[src/rtl/lcd_pkg.sv]
// Shared definitions for the graphic-LCD parallel bus: command opcodes, address FSM
// states and the frame-buffer address layout. Also used by the LCD bus masters.
package lcd_pkg;

  localparam int FB_AW = 10;

  localparam logic [7:0] FUNC_SET_MASK  = 8'hE0;
  localparam logic [7:0] FUNC_SET       = 8'h20;
  localparam logic [7:0] CLEAR          = 8'h01;
  localparam logic [7:0] DISP_CTRL_MASK = 8'hF8;
  localparam logic [7:0] DISP_CTRL      = 8'h08;
  localparam logic [7:0] ADDR_SET_MASK  = 8'h80;
  localparam logic [7:0] ADDR_SET       = 8'h80;

  localparam int RE_BIT = 2;
  localparam int G_BIT  = 1;
  localparam int D_BIT  = 2;

  typedef enum logic [1:0] {
    WAIT_Y,
    GOT_Y,
    READY
  } addr_state_e;

  function automatic logic is_cmd(input logic [7:0] d, input logic [7:0] mask,
                                  input logic [7:0] op);
    return (d & mask) == op;
  endfunction

  // Frame-buffer byte index: column pair x, row y, half hl (0 = high byte).
  function automatic logic [FB_AW-1:0] fb_index(input logic [3:0] x, input logic [4:0] y,
                                                input logic hl);
    return {x, y, hl};
  endfunction

endpackage

[src/rtl/lcd_gdram_receiver_if.sv]
// 8-bit parallel LCD write bus (rs/rw/en/data). The master drives, the receiver listens.
interface lcd_gdram_receiver_if;
  logic       lcd_rs;
  logic       lcd_rw;
  logic       lcd_en;
  logic [7:0] lcd_data;

  modport master (output lcd_rs, lcd_rw, lcd_en, lcd_data);
  modport slave  (input  lcd_rs, lcd_rw, lcd_en, lcd_data);
endinterface

[src/rtl/lcd_strobe_sync.sv]
// Brings the asynchronous lcd_en into the clock domain, captures rs/rw/data while en
// is high and emits a one-cycle strobe on the synchronised falling edge of en.
module lcd_strobe_sync #(
  parameter int SYNC_STAGES = 2
) (
  input  logic       clock,
  input  logic       rst_n,
  input  logic       en_raw,
  input  logic       rs_raw,
  input  logic       rw_raw,
  input  logic [7:0] data_raw,
  output logic       strobe,
  output logic       rs,
  output logic       rw,
  output logic [7:0] data
);

  logic [SYNC_STAGES-1:0] en_sync;
  logic                   en_prev;
  logic                   en_s;

  assign en_s   = en_sync[SYNC_STAGES-1];
  assign strobe = en_prev & ~en_s;

  // NOTE: sequential state uses non-blocking assignments so every flop samples pre-edge values.
  always_ff @(posedge clock or negedge rst_n) begin
    if (!rst_n) begin
      en_sync <= '0;
      en_prev <= 1'b0;
      rs      <= 1'b0;
      rw      <= 1'b0;
      data    <= '0;
    end else begin
      en_sync <= {en_sync[SYNC_STAGES-2:0], en_raw};
      en_prev <= en_s;
      // The bus holds rs/rw/data stable through the whole en-high window, so the
      // last capture before the strobe is the value being transferred.
      if (en_s) begin
        rs   <= rs_raw;
        rw   <= rw_raw;
        data <= data_raw;
      end
    end
  end

endmodule

[src/rtl/lcd_gdram_receiver.sv]
// LCD bus responder: decodes commands, tracks the GDRAM X/Y address and writes bytes
// into a 128x64 mono frame buffer; also runs the 1024-cycle clear sequence.
module lcd_gdram_receiver
  import lcd_pkg::*;
#(
  parameter int SYNC_STAGES = 2
) (
  input  logic                 clock,
  input  logic                 rst_n,
  lcd_gdram_receiver_if.slave  lcd,
  output logic                 fb_we,
  output logic [FB_AW-1:0]     fb_addr,
  output logic [7:0]           fb_wdata,
  output logic                 busy,
  output logic                 ext_mode,
  output logic                 gfx_on,
  output logic                 disp_on,
  output logic                 frame_done,
  output logic                 err_proto,
  output logic                 err_overrun
);

  logic       strobe;
  logic       s_rs;
  logic       s_rw;
  logic [7:0] s_data;

  lcd_strobe_sync #(.SYNC_STAGES(SYNC_STAGES)) u_sync (
    .clock    (clock),
    .rst_n    (rst_n),
    .en_raw   (lcd.lcd_en),
    .rs_raw   (lcd.lcd_rs),
    .rw_raw   (lcd.lcd_rw),
    .data_raw (lcd.lcd_data),
    .strobe   (strobe),
    .rs       (s_rs),
    .rw       (s_rw),
    .data     (s_data)
  );

  addr_state_e      st_q, st_d;
  logic [3:0]       x_q, x_d;
  logic [4:0]       y_q, y_d;
  logic             hl_q, hl_d;
  logic             fb_we_d, busy_d, ext_d, gfx_d, disp_d, frame_d, ep_d, eo_d;
  logic [FB_AW-1:0] fb_addr_d;
  logic [7:0]       fb_wdata_d;

  // NOTE: every signal gets a default first, so no path through this block can infer a latch.
  always_comb begin
    st_d       = st_q;
    x_d        = x_q;
    y_d        = y_q;
    hl_d       = hl_q;
    fb_we_d    = 1'b0;
    fb_addr_d  = fb_addr;
    fb_wdata_d = fb_wdata;
    busy_d     = busy;
    ext_d      = ext_mode;
    gfx_d      = gfx_on;
    disp_d     = disp_on;
    frame_d    = 1'b0;
    ep_d       = err_proto;
    eo_d       = err_overrun;

    if (busy) begin
      // The clear walks fb_addr itself; the write of 3FF is the last busy cycle.
      if (fb_addr == '1) begin
        busy_d = 1'b0;
        x_d    = '0;
        y_d    = '0;
        hl_d   = 1'b0;
        st_d   = WAIT_Y;
      end else begin
        fb_we_d   = 1'b1;
        fb_addr_d = fb_addr + 1'b1;
      end
      if (strobe) eo_d = 1'b1;
    end else if (strobe) begin
      if (s_rw) begin
        ep_d = 1'b1;
      end else if (s_rs) begin
        if (st_q == READY) begin
          fb_we_d    = 1'b1;
          fb_addr_d  = fb_index(x_q, y_q, hl_q);
          fb_wdata_d = s_data;
          frame_d    = (fb_index(x_q, y_q, hl_q) == '1);
          hl_d       = ~hl_q;
          if (hl_q) x_d = x_q + 1'b1;
        end else begin
          ep_d = 1'b1;
        end
      end else if (is_cmd(s_data, FUNC_SET_MASK, FUNC_SET)) begin
        ext_d = s_data[RE_BIT];
        if (s_data[RE_BIT]) gfx_d = s_data[G_BIT];
        else                st_d  = WAIT_Y;
      end else if (ext_mode && is_cmd(s_data, ADDR_SET_MASK, ADDR_SET)) begin
        // In READY an address byte starts a new Y/X pair.
        unique case (st_q)
          GOT_Y: begin
            x_d  = s_data[3:0];
            hl_d = 1'b0;
            st_d = READY;
          end
          default: begin
            y_d  = s_data[4:0];
            st_d = GOT_Y;
          end
        endcase
      end else if (!ext_mode && s_data == CLEAR) begin
        busy_d     = 1'b1;
        fb_we_d    = 1'b1;
        fb_addr_d  = '0;
        fb_wdata_d = '0;
      end else if (!ext_mode && is_cmd(s_data, DISP_CTRL_MASK, DISP_CTRL)) begin
        disp_d = s_data[D_BIT];
      end
    end
  end

  always_ff @(posedge clock or negedge rst_n) begin
    if (!rst_n) begin
      st_q        <= WAIT_Y;
      x_q         <= '0;
      y_q         <= '0;
      hl_q        <= 1'b0;
      fb_we       <= 1'b0;
      fb_addr     <= '0;
      fb_wdata    <= '0;
      busy        <= 1'b0;
      ext_mode    <= 1'b0;
      gfx_on      <= 1'b0;
      disp_on     <= 1'b0;
      frame_done  <= 1'b0;
      err_proto   <= 1'b0;
      err_overrun <= 1'b0;
    end else begin
      st_q        <= st_d;
      x_q         <= x_d;
      y_q         <= y_d;
      hl_q        <= hl_d;
      fb_we       <= fb_we_d;
      fb_addr     <= fb_addr_d;
      fb_wdata    <= fb_wdata_d;
      busy        <= busy_d;
      ext_mode    <= ext_d;
      gfx_on      <= gfx_d;
      disp_on     <= disp_d;
      frame_done  <= frame_d;
      err_proto   <= ep_d;
      err_overrun <= eo_d;
    end
  end

endmodule

[src/flat_wrapper.sv]
// flat-port wrapper written by rule: the top's interface ports become plain ports
module lcd_gdram_receiver_flat import lcd_pkg::*;
#(
  parameter int SYNC_STAGES = 2
)
  (clock, rst_n, fb_we, fb_addr, fb_wdata, busy, ext_mode, gfx_on, disp_on, frame_done, err_proto, err_overrun, lcd_lcd_rs, lcd_lcd_rw, lcd_lcd_en, lcd_lcd_data);
  lcd_gdram_receiver_if lcd_i ();
  input  logic clock;
  input  logic rst_n;
  output logic fb_we;
  output logic [FB_AW-1:0] fb_addr;
  output logic [7:0] fb_wdata;
  output logic busy;
  output logic ext_mode;
  output logic gfx_on;
  output logic disp_on;
  output logic frame_done;
  output logic err_proto;
  output logic err_overrun;
  input wire logic [$bits(lcd_i.lcd_rs)-1:0] lcd_lcd_rs;
  input wire logic [$bits(lcd_i.lcd_rw)-1:0] lcd_lcd_rw;
  input wire logic [$bits(lcd_i.lcd_en)-1:0] lcd_lcd_en;
  input wire logic [$bits(lcd_i.lcd_data)-1:0] lcd_lcd_data;
  assign lcd_i.lcd_rs = lcd_lcd_rs;
  assign lcd_i.lcd_rw = lcd_lcd_rw;
  assign lcd_i.lcd_en = lcd_lcd_en;
  assign lcd_i.lcd_data = lcd_lcd_data;
  lcd_gdram_receiver #(.SYNC_STAGES(SYNC_STAGES)) u_core (.clock(clock), .rst_n(rst_n), .lcd(lcd_i), .fb_we(fb_we), .fb_addr(fb_addr), .fb_wdata(fb_wdata), .busy(busy), .ext_mode(ext_mode), .gfx_on(gfx_on), .disp_on(disp_on), .frame_done(frame_done), .err_proto(err_proto), .err_overrun(err_overrun));
endmodule
[config.mk]
export PLATFORM = sky130hd
export DESIGN_NAME = lcd_gdram_receiver_flat
export DESIGN_NICKNAME = d
export VERILOG_FILES = /design/src/rtl/lcd_pkg.sv /design/src/rtl/lcd_gdram_receiver_if.sv /design/src/rtl/lcd_strobe_sync.sv /design/src/rtl/lcd_gdram_receiver.sv /design/src/flat_wrapper.sv
export SDC_FILE = /design/constraint.sdc
export NUM_CORES = 1
export LEC_CHECK = 0
export CAP_MARGIN = 5
export CORE_ASPECT_RATIO = 1.2
export CORE_MARGIN = 5
export CORE_UTILIZATION = 45
export DETAILED_ROUTE_END_ITERATION = 6
export GPL_ROUTABILITY_DRIVEN = 0
export HOLD_SLACK_MARGIN = 0.02
export PLACE_DENSITY = 0.72
export RECOVER_POWER = 50
export SLEW_MARGIN = 5
export SYNTH_ARGS = -nofsm -noshare
export SYNTH_HDL_FRONTEND = slang
export SYNTH_SLANG_ARGS = --single-unit
export TNS_END_PERCENT = 1
[constraint.sdc]
create_clock -name clock -period 1.9 [get_ports clock]
set_clock_uncertainty 0.05 [all_clocks]
set_input_delay 0.38 -clock clock [delete_from_list [all_inputs] [get_ports clock]]
set_output_delay 0.38 -clock clock [all_outputs]
set_load 0.01 [all_outputs]
; After elaboration in Yosys (flattened, before gate mapping)
; Cells that the tools add are included.
; Widths: inputs -> output; s select.
[word_totals]
reg_bits = 51
input_bits = 13
output_inout_bits = 26
[op_classes]
add_sub_neg = 2
eq_ne = 22
n_mux = 71
n_bitwise = 9
n_reduce_logical = 23
[ops]
columns = op, n
row1 = $mux 10, 9
row2 = $mux 4, 10
row3 = $mux 5, 8
row4 = $mux 8, 5
row5 = $mux 1, 30
row6 = $reduce_and 7->1, 4
row7 = $eq 10x10->1 const B, 2
row8 = $mux 2, 9
row9 = $reduce_and 8->1, 2
row10 = $reduce_and 6->1, 2
row11 = $reduce_bool 3->1, 4
row12 = $add 10x1->10 const B, 1
row13 = $ne 2x1->1 const B, 5
row14 = $ne 2x2->1 const B, 5
row15 = $ne 3x2->1 const B, 3
row16 = $eq 8x1->1 const B, 1
row17 = $not 1->1, 8
row18 = $reduce_bool 2->1, 4
row19 = $ne 3x1->1 const B, 2
row20 = $eq 5x1->1 const B, 1
row21 = $reduce_and 5->1, 1
row22 = $add 4x1->4 const B, 1
row23 = $reduce_and 4->1, 1
row24 = $eq 3x1->1 const B, 1
row25 = other kinds (6), 8

; Longest topological paths before layout
; Gate-level depths: netlist of the first run.
[depth]
word_depth = 9
mapped_depth = 7
depth_no_buf = 6

; Hierarchy
; Synthesis of the first run repeated with hierarchy kept, for this count alone.
[unflattened]
cells_unflattened = 223
hier_area_um2 = 2568.7
[modules_own_cells]
columns = mod, instances, cells_per_inst, area_per_inst_um2, seq_area_each_um2
row1 = lcd_gdram_receiver, 1, 198, 2077.0, 950.9
row2 = lcd_strobe_sync, 1, 25, 491.7, 325.3

; Worst setup path before layout of the first run
; Ideal clock, no wire load.
[synth_timing]
kind = reg2reg
startpoint = register u_core.busy
endpoint = register u_core.y_q[3]
setup_ns = 0.125
t_arrival_ns = 1.720
t_required_ns = 1.725
setup_slack_ns = 0.005
path_stages_with_launch = 7
n_path_buf = 2
path_cell_list = dfrtp_1 > buf_6 > nor4b_4 > and2_1 > buf_2 > a41oi_4 > mux2_4
[synth_via]
elab_chain_cells = 2
[synth_lines]
columns = item, line_no
row1 = "start, declared", lcd_gdram_receiver.sv:14  ; output logic busy,
row2 = "start signal, assigned", lcd_gdram_receiver.sv:145  ; busy <= busy_d;
row3 = $ne 2x1->1 (no line) (tied with other cells), n/a
row4 = $reduce_and 7->1 (no line), n/a
row5 = "end signal, assigned", lcd_gdram_receiver.sv:140  ; y_q <= y_d;
row6 = "end, declared", lcd_gdram_receiver.sv:43  ; logic [4:0] y_q, y_d;
; Several ways; a longest one is shown, not always the timed one.
; A chain may end at the register's enable or synchronous reset.

; Worst setup path after layout of the first run
[layout_timing]
startpoint = register u_core.fb_addr[1]
endpoint = register u_core.y_q[3]
[layout_via]
elab_chain_cells = 3
[layout_lines]
columns = item, line_no
row1 = "start, declared", lcd_gdram_receiver.sv:12  ; output logic [FB_AW-1:0] fb_addr,
row2 = "start signal, assigned", lcd_gdram_receiver.sv:143  ; fb_addr <= fb_addr_d;
row3 = $eq 10x10->1, lcd_gdram_receiver.sv:68  ; if (fb_addr == '1) begin
row4 = $ne 2x2->1 (no line), n/a
row5 = $reduce_and 7->1 (no line), n/a
; No other way between the ends.

==> summary.txt, run 1 <==
Status
  • Status: complete, no violations

Yosys
  • Synth area leader: dfrtp_1
  • Post-synth cell types: 49
  • Syn nets: 237
  • Commonest cells post-synth: dfrtp_1 (51), nand2_1 (42), o21ai_0 (15)
  • FF+latch count, synth: 51
  • EDFF count, synth: 0
  • Top-area cell type share of the netlist area: 0.5304
  • Share of async-settable or async-resettable flops after synthesis: 1.000
  • Mapped Area: 0.002406 mm²
  • Syn Inst Count: 222
  • Syn Area/Cell: 10.84 µm²
  • Top cells by area, synth: dfrtp_1 (53%), nand2_1 (6.6%), mux2_2 (5.1%)
  • Most common cell in the synthesized netlist: dfrtp_1
  • Yosys warns: 0
  • Post-synthesis sequential area ratio: 0.5304
  • Synth Flop Type: dfrtp_1

Worst setup path
  • CP Data Required Time: 2.05 ns
  • Startpoint Class: flip-flop
  • WS Path Type: flip-flop to flip-flop
  • Crit-path max FO: 3
  • Critical path, cell by cell: ha_4, nand3_4, buf_6, nor4_4, buf_4, a41oi_4, mux2_4
  • Delay-heaviest family, CP: flip-flops
  • Register-to-register setup slack: 0.05 ns
  • Worst setup EP type: flip-flop
  • FF-to-FF path depth: 7
  • Worst path slowest cell: dfrtp_1
  • Data arrival, critical path: 2.01 ns
  • FF-to-FF End: u_core.y_q[3]
  • Worst Path Buf+Inv: 2
  • Worst r2r src: u_core.fb_addr[1]
  • Delay of the slowest critical-path stage: 0.42 ns

Drt
  • Initial DRC Count: 112
  • Avg WL per Cell: 16.57 µm
  • Routed WL: 5832 µm
  • Iteration count of the initial detailed-routing pass: 6
  • DRC viols: 0
  • DR vias/cell: 5.588
  • Antenna-violating nets left: 0
  • DR vias: 1967

Power
  • Leak: 1.413 nW
  • Pwr Density: 745.0 mW/mm²
  • Final Power: 2.397 mW
  • Worst vdd ir: 0.0004318 V

Floorplanning
  • I/O pin total: 39
  • Die area: 0.006915 mm²
  • Initial Util: 0.4605
  • Die height: 90.10 µm
  • FP Rows: 29
  • Core area: 0.005225 mm²
  • Width of the chip: 76.75 µm

Placed design
  • Placed Cells: 342
  • Dpl hpwl: 4207 µm
  • Port Buffers: 38

CTS
  • CTS tree: done
  • Clk root buf: clkbuf_8
  • Clock transition at path regs: 0.10 ns
  • TritonCTS buffer count: 5
  • H-tree Lvls: 2
  • Clock Path Buffers: 2
  • Sink Count: 51
  • Worst skew pair latency: 0.31 ns

Min path
  • Hold Path Depth: 0
  • Worst Hold Class: flip-flop to flip-flop
  • Hold Path Sink: u_core.u_sync.en_sync[1]
  • Hold wc startpoint: u_core.u_sync.en_sync[0]

Global route
  • Gr ovfl total: 0
  • First-pass GRT wire length: 9604 µm
  • Antenna violations before repair: 0
  • Pin count of the biggest net entering global routing: 52
  • Total GRT Usage: 0.1718
  • Vias in the first global route: 2025

Timing
  • Final Cycle Share: 0.9747
  • Relative slew slack: 0.5396
  • F_max: 0.5400 GHz
  • Slew Limit Fails: 0
  • # setup viols final: 0
  • Hold Vio Cnt, Final: 0
  • Setup TNS: 0 ns
  • RSZ-0062 raised after global routing: true
  • Slew @ Worst Pin: 0.6906 ns
  • Fin crit period: 1.852 ns

Layout
  • Final nets: 304
  • N_diodes: 0
  • Area Growth Syn to Fin: 33.75%
  • FF/Latch Area: 0.001277 mm²
  • Fillers: 448
  • Ratio of cells with drive above 1 in the final layout: 0.2379
  • Multi-input logic area: 0.001129 mm²
  • Non-Filler Instances: 352

Job
  • Max Cap Viol: 0
[flip-flops by register name (all words and copies together) (netlist names), 2 cells and up]
signal,flops
u_core.x_q,4
u_core.fb_addr,10
u_core.u_sync.en_sync,2
u_core.y_q,5
u_core.fb_wdata,8
u_core.u_sync.data,8
u_core.st_q,2
[kinds of logic (layout without fill, tap and decap cells)]
family,Yosys count,after routing,synth area share
buf+inv,15,83,0.03120
flops,51,51,0.5304
simple gates,84,84,0.1810
compound gates,49,49,0.1560
mux,13,13,0.06188
fa+ha+maj,2,2,0.01040
xor+xnor,8,8,0.02912
[worst reg2reg max path, stage by stage, from the launching register on]
cell	delay, ns
dfrtp_1	0.42
ha_4	0.17
nand3_4	0.08
buf_6	0.13
nor4_4	0.32
buf_4	0.21
a41oi_4	0.04
mux2_4	0.31
[where the power goes]
| part | switching (mW) | total [mW] | internal, mW |
|---|---|---|---|
| registers | 0.0946 | 1.28 | 1.18 |
| clock network | 0.355 | 0.613 | 0.258 |
| logic | 0.238 | 0.505 | 0.267 |
[layer usage]
layer / GRT usage / up-vias / share of wire
met3: 0.03700 / 15 / 0.054
met5: 0 / - / 0
met2: 0.2932 / 61 / 0.52
met4: 0.07289 / 0 / 0.022
li1: - / 934 / -
met1: 0.2066 / 957 / 0.40
[metrics by stage]
stage / area, µm² / worst slack [ns] / util / hold slack [ns]
6_report: 3218 / 0.04800 / 0.6159 / 0.3070
5_1_grt: 3218 / -0.04095 / 0.6159 / 0.3282
4_1_cts: 3152 / -0.007805 / 0.6032 / 0.3104
3_5_place_dp: 3037 / -0.08259 / 0.5812 / 0.2893
3_3_place_gp: 3037 / 0.01342 / 0.5812 / 0.2820
2_1_floorplan: 2406 / 0.004883 / - / 0.03441
[worst max path at each step]
stage          cells after the start         startpoint           endpoint  slack (ns)
2_1_floorplan                      6        u_core.busy      u_core.y_q[3]       0.005
3_3_place_gp                       6  u_core.fb_addr[0]  u_core.fb_addr[2]        0.01
3_5_place_dp                       6  u_core.fb_addr[1]  u_core.fb_addr[9]       -0.08
4_1_cts                            6  u_core.fb_addr[1]  u_core.fb_addr[9]      -0.008
5_1_grt                            7  u_core.fb_addr[1]      u_core.y_q[3]       -0.04
6_report                           7  u_core.fb_addr[1]      u_core.y_q[3]        0.05
[cells in the final DEF (no fill, tap or decap), types with 3 or more instances in the layout]
cell             instances
dfrtp_1                 50
nand2_1                 41
clkdlybuf4s50_1         34
buf_4                   25
o21ai_0                 11
mux2_2                  11
nor2_1                   8
a22o_1                   7
nand3_1                  6
inv_1                    5
xnor2_1                  5
clkbuf_8                 5
o21ai_1                  4
and2_1                   4
o211ai_1                 4
nor3_1                   3
nand4_1                  3
xor2_1                   3
[layout make-up]
cell class,count,area share
sequential,51,0.3970
multi-input combinational,156,0.3507
timing repair buffer,69,0.1948
tap,62,0.02411
clock buffer,6,0.02255
inverter,6,0.006998
clock inverter,2,0.003888
[timing repair]
action | CTS | global route
pin swaps | 2 | 5
hold endpoints to repair | 51 | 0
setup buffers | 0 | 1
hold buffers | 1 | 0
endpoints found under the setup margin | 18 | 28
gates resized for setup | 6 | 21
No activity file was read; power rests on OpenSTA's default activity.
==> run 2: changes to the inputs <==
--- a/config.mk
+++ b/config.mk
@@ -6,13 +6,15 @@
 export NUM_CORES = 1
 export LEC_CHECK = 0
 export CAP_MARGIN = 5
+export CELL_PAD_IN_SITES_DETAIL_PLACEMENT = 1
+export CELL_PAD_IN_SITES_GLOBAL_PLACEMENT = 2
 export CORE_ASPECT_RATIO = 1.2
 export CORE_MARGIN = 5
-export CORE_UTILIZATION = 45
+export CORE_UTILIZATION = 31
 export DETAILED_ROUTE_END_ITERATION = 6
 export GPL_ROUTABILITY_DRIVEN = 0
 export HOLD_SLACK_MARGIN = 0.02
-export PLACE_DENSITY = 0.72
+export PLACE_DENSITY_LB_ADDON = 0.1
 export RECOVER_POWER = 50
 export SLEW_MARGIN = 5
 export SYNTH_ARGS = -nofsm -noshare
==> run 2 against run 1 <==
Utilization decreased by 18 points. Via count grew 1.1%. Hold slack worse by 0.059 ns. Highest routed layer unchanged.
==> summary.txt, run 2 (same netlist as run 1, synthesis figures left out) <==
Power
  • Sequential fraction of design power: 0.514
  • Leak: 1.451 nW
  • P_sw: 0.7035 mW
  • Clock power share: 0.269
  • Final Power: 2.474 mW
  • Combinational Power Share: 0.217
  • Worst vdd ir: 0.0003707 V
  • Sw frac: 0.2843
  • Pwr Density: 752.2 mW/mm²
  • Int Pwr: 1.771 mW

Layout
  • Final nets: 316
  • Largest Register: u_core.fb_addr
  • Top flop regs: u_core.fb_addr: 10 flops, u_core.fb_wdata: 8 flops, u_core.u_sync.data: 8 flops
  • Area Growth Syn to Fin: 36.71%
  • Multi-input logic area: 0.001085 mm²
  • Non-Filler Instances: 394
  • Ratio of cells with drive above 1 in the final layout: 0.2483
  • Fillers: 900
  • FF/Latch Area: 0.001277 mm²
  • Most frequent cells in the layout: dfrtp_1 (50), nand2_1 (42), buf_4 (39), clkdlybuf4s50_1 (35), o21ai_0 (15)
  • Fin util: 0.4317
  • N_diodes: 0
  • Most common cell after layout, fill and taps aside: dfrtp_1
  • Largest register FFs: 10

Global route
  • Vias in the first global route: 2236
  • Total GRT Usage: 0.1533
  • Gr ovfl total: 0
  • Antenna violations before repair: 0
  • Pin count of the biggest net entering global routing: 21
  • First-pass GRT wire length: 11910 µm

Worst setup path
  • Worst setup EP type: flip-flop
  • Data arrival, critical path: 1.93 ns
  • CP Data Required Time: 2.04 ns
  • WS Path Type: flip-flop to flip-flop
  • Startpoint Class: flip-flop
  • Crit-path max FO: 7

Min path
  • Worst Hold Class: primary input to async pin

Timing
  • Setup TNS: 0 ns
  • # setup viols final: 0
  • Hold Vio Cnt, Final: 0
  • Final Cycle Share: 0.9457
  • Slew Limit Fails: 0
  • Fin crit period: 1.797 ns
  • Slew @ Worst Pin: 1.199 ns
  • RSZ-0062 raised after global routing: true
  • F_max: 0.5566 GHz
  • Relative slew slack: 0.2009

Placed design
  • Dpl hpwl: 5392 µm
  • Port Buffers: 38
  • Placed Cells: 384

Drt
  • DRC viols: 0
  • Antenna-violating nets left: 0
  • Iteration count of the initial detailed-routing pass: 4
  • DR vias: 1989
  • Routed WL: 7009 µm
  • DR vias/cell: 5.048
  • Avg WL per Cell: 17.79 µm
  • Initial DRC Count: 74

CTS
  • TritonCTS buffer count: 5
  • CTS tree: done
  • Clk root buf: clkbuf_8
  • Clock transition at path regs: 0.10 ns
  • Worst skew pair latency: 0.30 ns
  • H-tree Lvls: 2
  • Sink Count: 51
  • Clock Path Buffers: 2

Floorplanning
  • Die height: 106.5 µm
  • Initial Util: 0.3158
  • Core area: 0.007620 mm²
  • Die area: 0.009631 mm²
  • FP Rows: 35
  • I/O pin total: 39
  • Width of the chip: 90.43 µm

Status
  • Status: complete, no violations

Job
  • Max Cap Viol: 0
-- run 2: timing repair --
item,in CTS,in global routing
hold buffers,0,0
resized for setup,2,8
endpoints found under the setup margin,11,30
buffers inserted,2,0
pin swaps,1,2
cloned,0,0
-- run 2: final cells by class --
class / instances / area share
timing repair buffer: 81 / 0.2111
inverter: 6 / 0.006847
sequential: 51 / 0.3884
multi-input combinational: 156 / 0.3298
tap: 92 / 0.03499
clock inverter: 1 / 0.002663
clock buffer: 7 / 0.02625
-- run 2: path summary, 6_finish.rpt --
| check | startpoint | end | slack, ns | cells past startpoint |
|---|---|---|---|---|
| hold reg to reg | u_core.u_sync.en_sync[0] | u_core.u_sync.en_sync[1] | 0.31 | 0 |
| max in group asynchronous | rst_n | u_core.x_q[2] | 0.49 | 2 |
| setup / recovery | u_core.u_sync.data[2] | u_core.fb_addr[9] | 0.10 | 5 |
| min in group clock | u_core.u_sync.en_sync[0] | u_core.u_sync.en_sync[1] | 0.31 | 0 |
| setup reg to reg | u_core.u_sync.data[2] | u_core.fb_addr[9] | 0.10 | 5 |
| hold / removal | rst_n | u_core.x_q[1] | 0.25 | 1 |
-- run 2: per-stage QoR --
| step | setup WS [ns] | hold slack (ns) | cell area [µm²] |
|---|---|---|---|
| finish | 0.1032 | 0.2484 | 3289 |
| detailed placement | -0.04409 | 0.2894 | 3177 |
| global route | -0.004371 | 0.3237 | 3289 |
| CTS | -0.009302 | 0.02706 | 3288 |
| global placement | -0.0002754 | 0.2843 | 3177 |
| floorplan | 0.004883 | 0.03441 | 2406 |
-- run 2: power by group through the flow --
stage / clock, mW / combinational (mW) / sequential, mW
CTS: 0.699 / 0.556 / 1.27
global route: 0.743 / 0.593 / 1.29
floorplan: 0 / 0.208 / 1.31
global placement: 0 / 0.541 / 1.29
finish: 0.666 / 0.536 / 1.27
detailed placement: 0 / 0.549 / 1.29
-- run 2: worst max-delay path, cell delays in order (launching register included) --
cell and delay [ns]:
dfrtp_1 0.40, nor4b_2 0.29, buf_4 0.16, nand3_1 0.14, o211a_4 0.31, a221o_1 0.34
-- run 2: layer usage --
layer | up-vias | GRT usage | share of wire
li1 | 955 | - | -
met3 | 5 | 0.02548 | 0.029
met2 | 30 | 0.2824 | 0.53
met4 | 0 | 0.03191 | 0.0068
met1 | 999 | 0.1868 | 0.43
met5 | - | 0 | 0
==> run 3: changes to the inputs <==
--- a/config.mk
+++ b/config.mk
@@ -10,14 +10,15 @@
 export CELL_PAD_IN_SITES_GLOBAL_PLACEMENT = 2
 export CORE_ASPECT_RATIO = 1.2
 export CORE_MARGIN = 5
-export CORE_UTILIZATION = 31
+export CORE_UTILIZATION = 32
 export DETAILED_ROUTE_END_ITERATION = 6
 export GPL_ROUTABILITY_DRIVEN = 0
 export HOLD_SLACK_MARGIN = 0.02
-export PLACE_DENSITY_LB_ADDON = 0.1
+export PLACE_DENSITY = 0.76
 export RECOVER_POWER = 50
 export SLEW_MARGIN = 5
 export SYNTH_ARGS = -nofsm -noshare
 export SYNTH_HDL_FRONTEND = slang
+export SYNTH_HIERARCHICAL = 1
 export SYNTH_SLANG_ARGS = --single-unit
 export TNS_END_PERCENT = 1
==> run 3 against run 2 <==
Setup slack got worse by 0.092 ns. Utilization up 1.7 points. Sequential power increased by 8%. Global-route usage grew 0.30 points. Critical path depth stayed put. Synthesized cell count is 0.45% higher. Clock-buffer cell count fell by 2. Combinational power increased by 19%. Sequential share of layout area is 2.1 points lower. First-iteration DRC count up 5.4%. Flip-flop and latch count is the same. Highest routed layer unchanged.
==> summary.txt, run 3 <==
Min path
  • Hold Path Depth: 0
  • Worst Hold Class: flip-flop to flip-flop
  • Hold Path Sink: u_core/u_sync/en_sync[1]
  • Hold wc startpoint: u_core/u_sync/en_sync[0]

Power
  • Leak: 1.516 nW
  • Worst vdd ir: 0.0005821 V
  • Final Power: 2.664 mW
  • Pwr Density: 766.7 mW/mm²

Yosys
  • Top cells by area, synth: dfrtp_1 (50%), mux2_4 (5.3%), nand2_1 (3.5%)
  • Largest family of logic cells by synthesized area: simple AND/OR/NAND/NOR gates
  • Syn Inst Count: 223
  • XOR/XNOR Fraction of Synth Area: 0.01023
  • Commonest cells post-synth: dfrtp_1 (51), nand2_1 (24), nand3_1 (16)
  • Post-synth cell types: 57
  • Share of async-settable or async-resettable flops after synthesis: 1.000
  • Mapped Area: 0.002569 mm²
  • Most common cell in the synthesized netlist: dfrtp_1
  • Syn Area/Cell: 11.52 µm²
  • Post-synthesis sequential area ratio: 0.4968
  • EDFF count, synth: 0
  • Adder-cell share of the synthesized area: 0.009742
  • Top-area cell type share of the netlist area: 0.4968
  • Synth Area in Compound Gates: 0.1534
  • Mux contribution to synthesized area: 0.1169
  • Synth area leader: dfrtp_1
  • FF+latch count, synth: 51
  • Yosys warns: 6
  • Simple-gate share of the synthesized area: 0.1802
  • Synth Flop Type: dfrtp_1
  • Syn nets: 238

CTS
  • Clock transition at path regs: 0.10 ns
  • Clk root buf: clkbuf_8
  • CTS tree: done
  • Sink Count: 51
  • TritonCTS buffer count: 5
  • Worst skew pair latency: 0.31 ns
  • H-tree Lvls: 2
  • Clock Path Buffers: 2

Global route
  • Gr ovfl total: 0
  • GR Layer Usage met3: 0.02296
  • Total GRT Usage: 0.1563
  • Pin count of the biggest net entering global routing: 34
  • First-pass GRT wire length: 12340 µm
  • Busiest layer in global routing: met2
  • Vias in the first global route: 2384
  • Met2 GRT Util: 0.2966
  • Antenna violations before repair: 0
  • Met1 Use GR: 0.1883

Layout
  • Fin util: 0.4483
  • Non-Filler Instances: 394
  • Ratio of cells with drive above 1 in the final layout: 0.2682
  • Final Cell Area: 0.003475 mm²
  • Largest register FFs: 10
  • Largest Register: u_core/fb_addr
  • Most common cell after layout, fill and taps aside: dfrtp_1
  • Fillers: 866
  • Area Growth Syn to Fin: 35.27%
  • Most frequent cells in the layout: dfrtp_1 (50), buf_4 (38), clkdlybuf4s50_1 (36), nand2_1 (24), nand3_1 (14)
  • N_diodes: 0
  • Final nets: 316
  • Top flop regs: u_core/fb_addr: 10 flops, u_core/fb_wdata: 8 flops, u_core/u_sync/data: 8 flops

Worst setup path
  • FF-to-FF End: u_core/fb_addr[4]
  • Startpoint Class: flip-flop
  • Delay of the slowest critical-path stage: 0.40 ns
  • Data arrival, critical path: 2.03 ns
  • Register-to-register setup slack: 0.01 ns
  • Worst path slowest cell: dfrtp_1
  • Crit-path max FO: 8
  • WS Path Type: flip-flop to flip-flop
  • Critical path, cell by cell: and2b_2, nor2b_1, nand4b_1, nand3_4, mux2_2
  • Worst r2r src: u_core/u_sync/en_sync[1]
  • FF-to-FF path depth: 5
  • Worst setup EP type: flip-flop
  • CP Data Required Time: 2.04 ns

Placed design
  • Pre-CTS WS: -0.06243 ns
  • Placed Cells: 384
  • Dpl hpwl: 5579 µm
  • Post-DP Area: 0.003316 mm²
  • Port Buffers: 38

Timing
  • Final hold slack: 0.3064 ns
  • Fin crit period: 1.889 ns
  • Hold Vio Cnt, Final: 0
  • F_max: 0.5295 GHz
  • RSZ-0062 raised after global routing: true
  • # setup viols final: 0
  • Slew @ Worst Pin: 1.098 ns
  • Final Cycle Share: 0.9940
  • Setup WS post-layout: 0.01133 ns
  • Slew Limit Fails: 0
  • Setup TNS: 0 ns
  • Relative slew slack: 0.2683

Drt
  • Initial DRC Count: 78
  • DR vias/cell: 5.315
  • Iteration count of the initial detailed-routing pass: 4
  • DR vias: 2094
  • Avg WL per Cell: 18.69 µm
  • Antenna-violating nets left: 0
  • Routed WL: 7363 µm
  • DRC viols: 0

Floorplanning
  • Core area: 0.007751 mm²
  • Width of the chip: 91.79 µm
  • Die height: 108.1 µm
  • Initial Util: 0.3314
  • I/O pin total: 39
  • FP Rows: 35
  • Die area: 0.009927 mm²

Job
  • Max Cap Viol: 0

Status
  • Status: complete, no violations
run 3: layer usage:
layer | vias up | part of all wire
met5 | - | 0
met2 | 35 | 0.53
met3 | 6 | 0.032
li1 | 991 | -
met4 | 0 | 0.0075
met1 | 1062 | 0.43
run 3: cell type report:
class,count,area (µm²),area share
repair buffers,79,695.7,0.2002
multi-input cells,157,1269,0.3651
clock buffers,5,68.82,0.01981
clock inverters,3,22.52,0.006482
flip-flops and latches,51,1277,0.3677
well taps,92,115.1,0.03313
inverters,7,26.28,0.007562
run 3: power by group:
part	switching (mW)	leakage (nW)	internal, mW
registers	0.154	0.665	1.21
logic	0.294	0.802	0.347
clock network	0.389	0.0489	0.268
total	0.836	1.52	1.83
run 3: worst max path at each step:
stage,from,to,slack (ns),cells after the start
2_1_floorplan,u_core/u_sync/en_sync[1],u_core/x_q[0],-0.16,6
3_3_place_gp,u_core/u_sync/rs,u_core/x_q[1],-0.04,5
3_5_place_dp,u_core/u_sync/en_sync[1],u_core/x_q[1],-0.06,5
4_1_cts,u_core/u_sync/en_sync[1],u_core/fb_addr[3],-0.04,5
5_1_grt,u_core/u_sync/en_sync[1],u_core/x_q[0],-0.12,6
6_report,u_core/u_sync/en_sync[1],u_core/fb_addr[4],0.01,5
run 3: repair_timing:
action	4_1_cts	5_1_grt
setup endpoints to repair	10	29
hold buffers	1	0
cloned	0	0
hold endpoints to repair	18	0
buffers inserted	1	0
pin swaps	1	1
gates resized for setup	2	19
run 3: cells by family (layout without fill, tap and decap cells):
logic type	Yosys count	after routing
compound gates	48	48
xor+xnor	3	3
fa+ha+maj	2	2
buf+inv	15	94
flops	51	51
mux	24	24
simple gates	80	80
run 3: worst max-delay path: cells and delay by family (launching register included):
kind          cells  cell delay, ns
simple gates      4            0.98
flops             1            0.40
mux               1            0.35
